`config.mk`:
```
export PLATFORM = sky130hd
export DESIGN_NAME = fft_input_loader_8pt_flat
export DESIGN_NICKNAME = d
export VERILOG_FILES = /design/src/rtl/fft8_pkg.sv /design/src/rtl/fft_input_loader_8pt_if.sv /design/src/rtl/fft_bitrev_addr.sv /design/src/rtl/fft_input_loader_8pt.sv /design/src/flat_wrapper.sv
export SDC_FILE = /design/constraint.sdc
export NUM_CORES = 1
export LEC_CHECK = 0
export ABC_AREA = 1
export CAP_MARGIN = 25
export CORE_AREA = 2 2 104 106
export DETAILED_ROUTE_END_ITERATION = 12
export DIE_AREA = 0 0 106 108
export GPL_ROUTABILITY_DRIVEN = 0
export SLEW_MARGIN = 10
export SYNTH_ARGS = -nofsm -noshare
export SYNTH_HDL_FRONTEND = slang
export SYNTH_HIERARCHICAL = 1
export SYNTH_SLANG_ARGS = --single-unit
```
`constraint.sdc`:
```
create_clock -name clk -period 3.8 [get_ports clk]
set_input_delay 0.57 -clock clk [delete_from_list [all_inputs] [get_ports clk]]
set_output_delay 0.57 -clock clk [all_outputs]
set_load 0.02 [all_outputs]
```
`src/rtl/fft8_pkg.sv`:
```
// Shared constants, loader state encoding and bit-reversal helper for the 8-point FFT.
package fft8_pkg;

  localparam int unsigned FFT8_N  = 8;
  localparam int unsigned FFT8_AW = 3;

  typedef enum logic [1:0] {
    StFill     = 2'b00,
    StStart    = 2'b01,
    StWaitDone = 2'b10
  } loader_state_e;

  // Mirror the three address bits: 1->4, 3->6, etc.
  function automatic logic [FFT8_AW-1:0] bitrev3(input logic [FFT8_AW-1:0] a);
    return {a[0], a[1], a[2]};
  endfunction

endpackage

```
`src/rtl/fft_input_loader_8pt_if.sv`:
```
// Stream input, buffer write port, FFT handshake and status of the input loader.
interface fft_input_loader_8pt_if #(
  parameter int unsigned DATA_W = 16,
  parameter int unsigned FCNT_W = 16
);
  import fft8_pkg::*;

  logic                 s_valid;
  logic                 s_ready;
  logic [DATA_W-1:0]    s_re;
  logic [DATA_W-1:0]    s_im;
  logic                 s_last;
  logic                 buf_wr_en;
  logic [FFT8_AW-1:0]   buf_wr_addr;
  logic [DATA_W-1:0]    buf_wr_re;
  logic [DATA_W-1:0]    buf_wr_im;
  logic                 fft_start;
  logic                 fft_done;
  logic                 loader_busy;
  logic                 frame_err;
  logic [FCNT_W-1:0]    frame_cnt;

  // Loader view: consumes the stream, drives buffer and status.
  modport slave (
    input  s_valid, s_re, s_im, s_last, fft_done,
    output s_ready, buf_wr_en, buf_wr_addr, buf_wr_re, buf_wr_im,
           fft_start, loader_busy, frame_err, frame_cnt
  );

  // Environment view: sample source plus FFT control.
  modport master (
    output s_valid, s_re, s_im, s_last, fft_done,
    input  s_ready, buf_wr_en, buf_wr_addr, buf_wr_re, buf_wr_im,
           fft_start, loader_busy, frame_err, frame_cnt
  );

endinterface

```
`src/rtl/fft_bitrev_addr.sv`:
```
// Maps a sample index to a buffer address, bit-reversed or natural order.
module fft_bitrev_addr
  import fft8_pkg::*;
#(
  parameter bit BIT_REVERSE = 1'b1
) (
  input  logic [FFT8_AW-1:0] idx_i,
  output logic [FFT8_AW-1:0] addr_o
);

  // Pure mapping, selected at elaboration time.
  always_comb begin
    addr_o = BIT_REVERSE ? bitrev3(idx_i) : idx_i;
  end

endmodule

```
`src/rtl/fft_input_loader_8pt.sv`:
```
// Loads 8-sample frames into the FFT buffer, starts the FFT and waits for done.
module fft_input_loader_8pt
  import fft8_pkg::*;
#(
  parameter int unsigned DATA_W      = 16,
  parameter bit          BIT_REVERSE = 1'b1,
  parameter int unsigned FCNT_W      = 16
) (
  input logic                      clk,
  input logic                      rst_n,
  fft_input_loader_8pt_if.slave    bus
);

  loader_state_e        state_q, state_d;
  logic [FFT8_AW-1:0]   count_q, count_d;
  logic                 wr_en_q, wr_en_d;
  logic [FFT8_AW-1:0]   wr_addr_q, wr_addr_d;
  logic [DATA_W-1:0]    wr_re_q, wr_re_d;
  logic [DATA_W-1:0]    wr_im_q, wr_im_d;
  logic                 err_q, err_d;
  logic [FCNT_W-1:0]    fcnt_q, fcnt_d;
  logic [FFT8_AW-1:0]   map_addr;
  logic                 accept;

  fft_bitrev_addr #(
    .BIT_REVERSE (BIT_REVERSE)
  ) u_addr_map (
    .idx_i  (count_q),
    .addr_o (map_addr)
  );

  // Ready depends on state only; gated by reset so it reads low while held in reset.
  always_comb begin
    bus.s_ready     = rst_n && (state_q == StFill);
    bus.loader_busy = (state_q != StFill);
    bus.fft_start   = (state_q == StStart);
    bus.buf_wr_en   = wr_en_q;
    bus.buf_wr_addr = wr_addr_q;
    bus.buf_wr_re   = wr_re_q;
    bus.buf_wr_im   = wr_im_q;
    bus.frame_err   = err_q;
    bus.frame_cnt   = fcnt_q;
    accept          = bus.s_valid && bus.s_ready;
  end

  // Next-state: accept samples in FILL, one START cycle, then wait for fft_done.
  always_comb begin
    state_d   = state_q;
    count_d   = count_q;
    wr_en_d   = 1'b0;
    wr_addr_d = wr_addr_q;
    wr_re_d   = wr_re_q;
    wr_im_d   = wr_im_q;
    err_d     = 1'b0;
    fcnt_d    = fcnt_q;
    unique case (state_q)
      StFill: begin
        if (accept) begin
          wr_en_d   = 1'b1;
          wr_addr_d = map_addr;
          wr_re_d   = bus.s_re;
          wr_im_d   = bus.s_im;
          if (count_q == 3'(FFT8_N - 1)) begin
            // Frame is started even without s_last; the missing marker is flagged.
            state_d = StStart;
            count_d = '0;
            err_d   = !bus.s_last;
          end else if (bus.s_last) begin
            // Early s_last abandons the partial frame.
            count_d = '0;
            err_d   = 1'b1;
          end else begin
            count_d = count_q + 3'd1;
          end
        end
      end
      StStart: begin
        state_d = StWaitDone;
      end
      StWaitDone: begin
        if (bus.fft_done) begin
          fcnt_d  = fcnt_q + 1'b1;
          count_d = '0;
          state_d = StFill;
        end
      end
      default: begin
        state_d = StFill;
      end
    endcase
  end

  // State and registered outputs.
  always_ff @(posedge clk or negedge rst_n) begin
    if (!rst_n) begin
      state_q   <= StFill;
      count_q   <= '0;
      wr_en_q   <= 1'b0;
      wr_addr_q <= '0;
      wr_re_q   <= '0;
      wr_im_q   <= '0;
      err_q     <= 1'b0;
      fcnt_q    <= '0;
    end else begin
      state_q   <= state_d;
      count_q   <= count_d;
      wr_en_q   <= wr_en_d;
      wr_addr_q <= wr_addr_d;
      wr_re_q   <= wr_re_d;
      wr_im_q   <= wr_im_d;
      err_q     <= err_d;
      fcnt_q    <= fcnt_d;
    end
  end

endmodule

```
`src/flat_wrapper.sv`:
```
// flat-port wrapper written by rule: the top's interface ports become plain ports
module fft_input_loader_8pt_flat import fft8_pkg::*;
#(
  parameter int unsigned DATA_W      = 16,
  parameter bit          BIT_REVERSE = 1'b1,
  parameter int unsigned FCNT_W      = 16
)
  (clk, rst_n, bus_s_valid, bus_s_re, bus_s_im, bus_s_last, bus_fft_done, bus_s_ready, bus_buf_wr_en, bus_buf_wr_addr, bus_buf_wr_re, bus_buf_wr_im, bus_fft_start, bus_loader_busy, bus_frame_err, bus_frame_cnt);
  fft_input_loader_8pt_if #(.DATA_W(DATA_W), .FCNT_W(FCNT_W)) bus_i ();
  input logic clk;
  input logic rst_n;
  input wire logic [$bits(bus_i.s_valid)-1:0] bus_s_valid;
  input wire logic [$bits(bus_i.s_re)-1:0] bus_s_re;
  input wire logic [$bits(bus_i.s_im)-1:0] bus_s_im;
  input wire logic [$bits(bus_i.s_last)-1:0] bus_s_last;
  input wire logic [$bits(bus_i.fft_done)-1:0] bus_fft_done;
  output wire logic [$bits(bus_i.s_ready)-1:0] bus_s_ready;
  output wire logic [$bits(bus_i.buf_wr_en)-1:0] bus_buf_wr_en;
  output wire logic [$bits(bus_i.buf_wr_addr)-1:0] bus_buf_wr_addr;
  output wire logic [$bits(bus_i.buf_wr_re)-1:0] bus_buf_wr_re;
  output wire logic [$bits(bus_i.buf_wr_im)-1:0] bus_buf_wr_im;
  output wire logic [$bits(bus_i.fft_start)-1:0] bus_fft_start;
  output wire logic [$bits(bus_i.loader_busy)-1:0] bus_loader_busy;
  output wire logic [$bits(bus_i.frame_err)-1:0] bus_frame_err;
  output wire logic [$bits(bus_i.frame_cnt)-1:0] bus_frame_cnt;
  assign bus_i.s_valid = bus_s_valid;
  assign bus_i.s_re = bus_s_re;
  assign bus_i.s_im = bus_s_im;
  assign bus_i.s_last = bus_s_last;
  assign bus_i.fft_done = bus_fft_done;
  assign bus_s_ready = bus_i.s_ready;
  assign bus_buf_wr_en = bus_i.buf_wr_en;
  assign bus_buf_wr_addr = bus_i.buf_wr_addr;
  assign bus_buf_wr_re = bus_i.buf_wr_re;
  assign bus_buf_wr_im = bus_i.buf_wr_im;
  assign bus_fft_start = bus_i.fft_start;
  assign bus_loader_busy = bus_i.loader_busy;
  assign bus_frame_err = bus_i.frame_err;
  assign bus_frame_cnt = bus_i.frame_cnt;
  fft_input_loader_8pt #(.DATA_W(DATA_W), .BIT_REVERSE(BIT_REVERSE), .FCNT_W(FCNT_W)) u_core (.clk(clk), .rst_n(rst_n), .bus(bus_i));
endmodule
```
Word level (Yosys, flattened, before mapping)
Cells that the tools add are included.
Storage, ports and cells
  flip-flop bits (word level): 58
  output and inout port bits: 56
  word-level logic and storage cells: 41
Cells by class
  add/sub/neg operators: 2
  equal/unequal tests: 6
  mux-type cells: 15
  reductions and logical operators: 10
Operators with widths (count)
  $add 16x1->16 const B: 1
  $mux 3: 4
  $mux 1: 6
  $mux 2: 3
  $pmux 2 s3: 1
  $pmux 3 s2: 1
  $reduce_and 3->1: 2
  $ne 2x2->1 const B: 2
  $reduce_and 2->1: 2
  $reduce_bool 2->1: 2
  $add 3x1->3 const B: 1
  $eq 3x3->1 const B: 1
  $eq 2x1->1 const B: 1
  $eq 2x2->1 const B: 1
  $logic_and 1x1->1: 2
  $logic_not 2->1: 1
  $ne 2x1->1 const B: 1
  $logic_not 1->1: 1

Longest topological paths before layout
  depth after elaboration: 5
  depth in mapped cells: 9
  gate-level depth less buffers: 9

Hierarchy
Netlist, hierarchy kept.
By module, submodules not included
  fft_input_loader_8pt: instances 1, cells each 289, area each 2516.2 um^2, seq. area each 1451.4 um^2
  fft_bitrev_addr: instances 1, cells each 3, area each 22.5 um^2, seq. area each 0.0 um^2

Least setup slack after synthesis
OpenSTA, ideal clock, no wires.
  path type: register -> register
  start: register u_core.count_q[0]
  end: register u_core.count_q[1]
  setup time: 77 ps
  arrival: 1357 ps
  slack: 2365 ps
  cell stages (with the launch flop): 7
  buffers on the path: 0
  cell sequence: dfrtp_1 ha_1 ha_1 or2_2 nor2_1 nand2_1 a21oi_1
On the way
  word-level cells in the longest chain between the ends: 5
  elaborated cells between the ends (all ways): 6
Ends and longest elaborated chain
  start, declared: RTL line fft_input_loader_8pt.sv:15  | logic [FFT8_AW-1:0] count_q, count_d;
  start signal, assigned: RTL line fft_input_loader_8pt.sv:106  | count_q <= count_d;
  $add 3x1->3: RTL line fft_input_loader_8pt.sv:73  | count_d = count_q + 3'd1;
  $mux 3: RTL line fft_input_loader_8pt.sv:68  | end else if (bus.s_last) begin
  $mux 3 (*): RTL line fft_input_loader_8pt.sv:63  | if (count_q == 3'(FFT8_N - 1)) begin
  $mux 3 (*): RTL line fft_input_loader_8pt.sv:58  | if (accept) begin
  $pmux 3 s2 (*): RTL line fft_input_loader_8pt.sv:56  | unique case (state_q)
Every way passes the cells marked *; elsewhere a longest branch is shown, timed or not. The select of a mux whose other input is x is not followed.
A chain may end at the register's enable or synchronous reset.

Worst setup path after layout
  start: input bus_s_valid
  end: register u_core.wr_im_q[7] (netlist: u_core/bus.buf_wr_im[7])
On the way
  word-level cells in the longest chain between the ends: 2
Ends and longest elaborated chain
  start, declared: RTL line flat_wrapper.sv:12  | input wire logic [$bits(bus_i.s_valid)-1:0] bus_s_valid;
  $logic_and 1x1->1: RTL line fft_input_loader_8pt.sv:43  | accept = bus.s_valid && bus.s_ready;
  $reduce_and 2->1 (no line)
  end signal, assigned: RTL line fft_input_loader_8pt.sv:110  | wr_im_q <= wr_im_d;
  end, declared: RTL line fft_input_loader_8pt.sv:19  | logic [DATA_W-1:0] wr_im_q, wr_im_d;
No other way between the ends.

==> qor.csv <==
stage,metric,value,unit
final_layout,drive_gt1_frac,0.0767,
clocking,cts_max_level,3,
setup_path,worstSetupPathType,in -> reg,
routing,remaining_drc_errors,0,
setup_path,critical_path.startpoint,bus_s_valid,
timing,hold_viol,0,
final_layout,utilization,0.363,
global_route,first_global_vias,2136,
routing,avgViaCountPerCell,4.03,
yosys,yosys-top-cells-count,"nand2_1, dfrtp_1, inv_1, nor2_1, nand3_1",
yosys,synthArstFlopShare,1.00,
timing,period_minus_slack,2.24,ns
timing,fin_skew,0.0118,ns
yosys,synthFlopType,dfrtp_1,
floorplan,core_area,10200,sq um
place,numPlacedInstances,511,
final_layout,finalNonFillerCells,527,
place,dp_hpwl,4.29,mm
timing,post-route-period-util,0.590,
place,post-place-ws,1.12,ns
global_route,track_usage,0.113,
setup_path,crit_arrival,2.45,ns
timing,worst_slew_pin_slew,0.744,ns
pwr,power_density,429,nW/um^2
timing,worst_slack,1.56,ns
final_layout,nNetsFinal,426,
global_route,grt_max_degree,59,
clocking,cts.sinks,58,
routing,dr.pass1.iters,4,
place,numPortBuffers,92,
setup_path,path_max_fanout,39,
yosys,synth_cell_types,25,
routing,routedWlPerCell,11.4,microns
pwr,p_leak,1.79,nW
yosys,ys_seq_area_frac,0.572,
global_route,grt_overflow_total,0,
clocking,cts_buffers,9,
final_layout,antenna_cells,0,
floorplan,dieArea,11400,sq um
floorplan,io_pins,93,
yosys,syn_area_per_cell,8.69,sq um
setup_path,cp.required,4.01,ns
global_route,grt_first_pass_wirelength,10.3,mm
routing,drtIter0Drc,96,
yosys,syn_inst,292,
routing,drt-total-wl,6.01,mm
floorplan,rows,37,
setup_path,rr_startpoint,u_core/state_q[1]$_DFFE_PN0P_,
yosys,synth-edff-count,0,
clocking,post_cts_resized,0,
yosys,synth_nets,332,
yosys,ys_ff_latch,58,
pwr,ir_drop,0.000110,V
setup_path,max_stage_delay,0.63,ns
timing,finalMaxSlewViolations,0,
yosys,synthMostInstantiatedCell,nand2_1,
yosys,yosysTopAreaCellShare,0.572,
routing,final_antenna_net_count,0,
run,maxCapViolations,0,
global_route,antenna_found_initial,0,
floorplan,initial_core_util,0.248,
yosys,yosys-top-cells-area,"dfrtp_1, nand2_1, inv_1",
setup_path,critPathCaptureType,flip-flop,
final_layout,fill_cells,1052,
final_layout,area_growth,46.2,%
setup_path,startpoint_type,primary input,
setup_path,crit_chain,"clkdlybuf4s50_1, nand2_2, clkinv_2, nand2_1, nand2_1",
setup_path,r2r_cells,7,
clocking,clk_pin_slew,0.08,ns
timing,fmax,446,MHz
clocking,root_buffer,clkbuf_8,
run_status,outcome,"finished, final reports clean",
timing,rsz0062_at_grt,no,
routing,num_vias,2125,
clocking,cts_tree,yes,
setup_path,rr_endpoint,u_core/bus.buf_wr_im[7]$_DFFE_PN0P_,
setup_path,crit_top_cell,nand2_1,
setup_path,cpLargestDelayFamily,buffers and inverters,
setup_path,cp_slowest_cell,clkinv_2,
timing,relSlewSlack,0.504,
floorplan,die_h,108,microns
hold_path,hold_class,in -> async,
yosys,yosys.area.top_type,dfrtp_1,
setup_path,path_buf_inv,2,
clocking,clk_latency,0.33,ns
floorplan,fp.dieW,106,microns
clocking,hold_buffers,0,
timing,setup_tns,0,ns
yosys,syn-cell-area,2540,sq um
clocking,clk_path_buf_depth,2,
timing,setup_viol,0,
yosys,yosys_warnings,6,
clocking,cts_setup_buffers,0,
setup_path,rrSetupSlack,1.66,ns
==> through the flow <==
step           total power, mW  hold slack [ns]  instance area, sq um
2_1_floorplan            0.933            0.274                  2540
3_3_place_gp              1.13            0.464                  3550
3_5_place_dp              1.14            0.466                  3550
4_1_cts                   1.63            0.478                  3710
5_1_grt                   1.70            0.492                  3710
6_report                  1.59            0.425                  3710
==> logic make-up (layout without fill, tap and decap cells) <==
logic type / count (synthesis) / in the layout / share of synthesized area
AOI/OAI and AO/OA: 7 / 7 / 0.0148
buffers and inverters: 31 / 130 / 0.0646
xor gates and xnor gates: 8 / 8 / 0.0276
and+or+nand+nor: 185 / 185 / 0.307
adders and majority gates: 3 / 3 / 0.0148
DFF: 58 / 58 / 0.572
==> final cells by class <==
cell class	count	area, sq um	area share
sequential	58	1450	0.391
multi-input combinational	203	923	0.249
timing repair buffer	93	923	0.249
tap	136	170	0.0459
clock buffer	11	131	0.0354
inverter	21	80.1	0.0216
clock inverter	5	31.3	0.00843
==> report_power, final <==
part           total (mW)  internal (mW)  switching [mW]
combinational       0.377          0.184           0.193
clock               0.475          0.234           0.240
sequential          0.741          0.690          0.0512
==> metal layers <==
layer,track usage,wire (microns)
met2,0.172,2740
met4,0.0648,124
met5,0,0
met1,0.152,2860
met3,0.0229,287
==> cells in the final DEF, fill, tap and decap left out <==
master / synthesis / layout
ha_1: 3 / 3
clkinv_4: 0 / 1
nand2_2: 3 / 3
nand3_1: 10 / 10
xnor2_1: 4 / 4
clkinvlp_4: 0 / 1
a21oi_1: 2 / 2
o21ai_0: 4 / 4
nand4_2: 1 / 1
nand2_1: 144 / 144
nand3b_1: 1 / 1
clkbuf_1: 0 / 2
buf_4: 6 / 1
buf_2: 1 / 1
nor3_1: 1 / 1
nor2_2: 3 / 3
nand2_4: 1 / 1
inv_1: 19 / 19
xor2_1: 4 / 4
clkdlybuf4s50_1: 0 / 91
dfrtp_1: 58 / 58
nor2_1: 13 / 13
clkinv_2: 1 / 4
nand4_1: 4 / 4
inv_2: 1 / 1
clkbuf_8: 0 / 9
o21bai_1: 1 / 1
nor2_4: 3 / 3
or2_2: 1 / 1
==> worst max path at each step <==
stage,end,slack [ns],cells past startpoint
detailed placement,u_core/bus.buf_wr_im[9]$_DFFE_PN0P_,1.12,5
CTS,u_core/bus.buf_wr_im[9]$_DFFE_PN0P_,1.48,5
floorplan,u_core/count_q[1]$_DFFE_PN0P_,2.37,6
finish,u_core/bus.buf_wr_im[7]$_DFFE_PN0P_,1.56,5
global placement,u_core/bus.buf_wr_re[8]$_DFFE_PN0P_,1.16,5
global route,u_core/bus.buf_wr_im[15]$_DFFE_PN0P_,1.27,5
==> flip-flops by register name, indices dropped and copies added (netlist names) <==
signal and count:
u_core/count_q 3, u_core/state_q 2, u_core/bus.buf_wr_addr 3, u_core/bus.frame_err 1
u_core/bus.buf_wr_en 1, u_core/bus.buf_wr_re 16, u_core/bus.frame_cnt 16, u_core/bus.buf_wr_im 16
==> worst reg2reg max path, stage by stage (launching register included) <==
cell and delay [ns]:
dfrtp_1 0.38, nor2_1 0.07, inv_2 0.07, nor2_4 0.04, nand2_2 0.52, clkinv_2 0.65
nand2_1 0.21, nand2_1 0.07
Note: power is estimated with default switching activity, not from simulation.
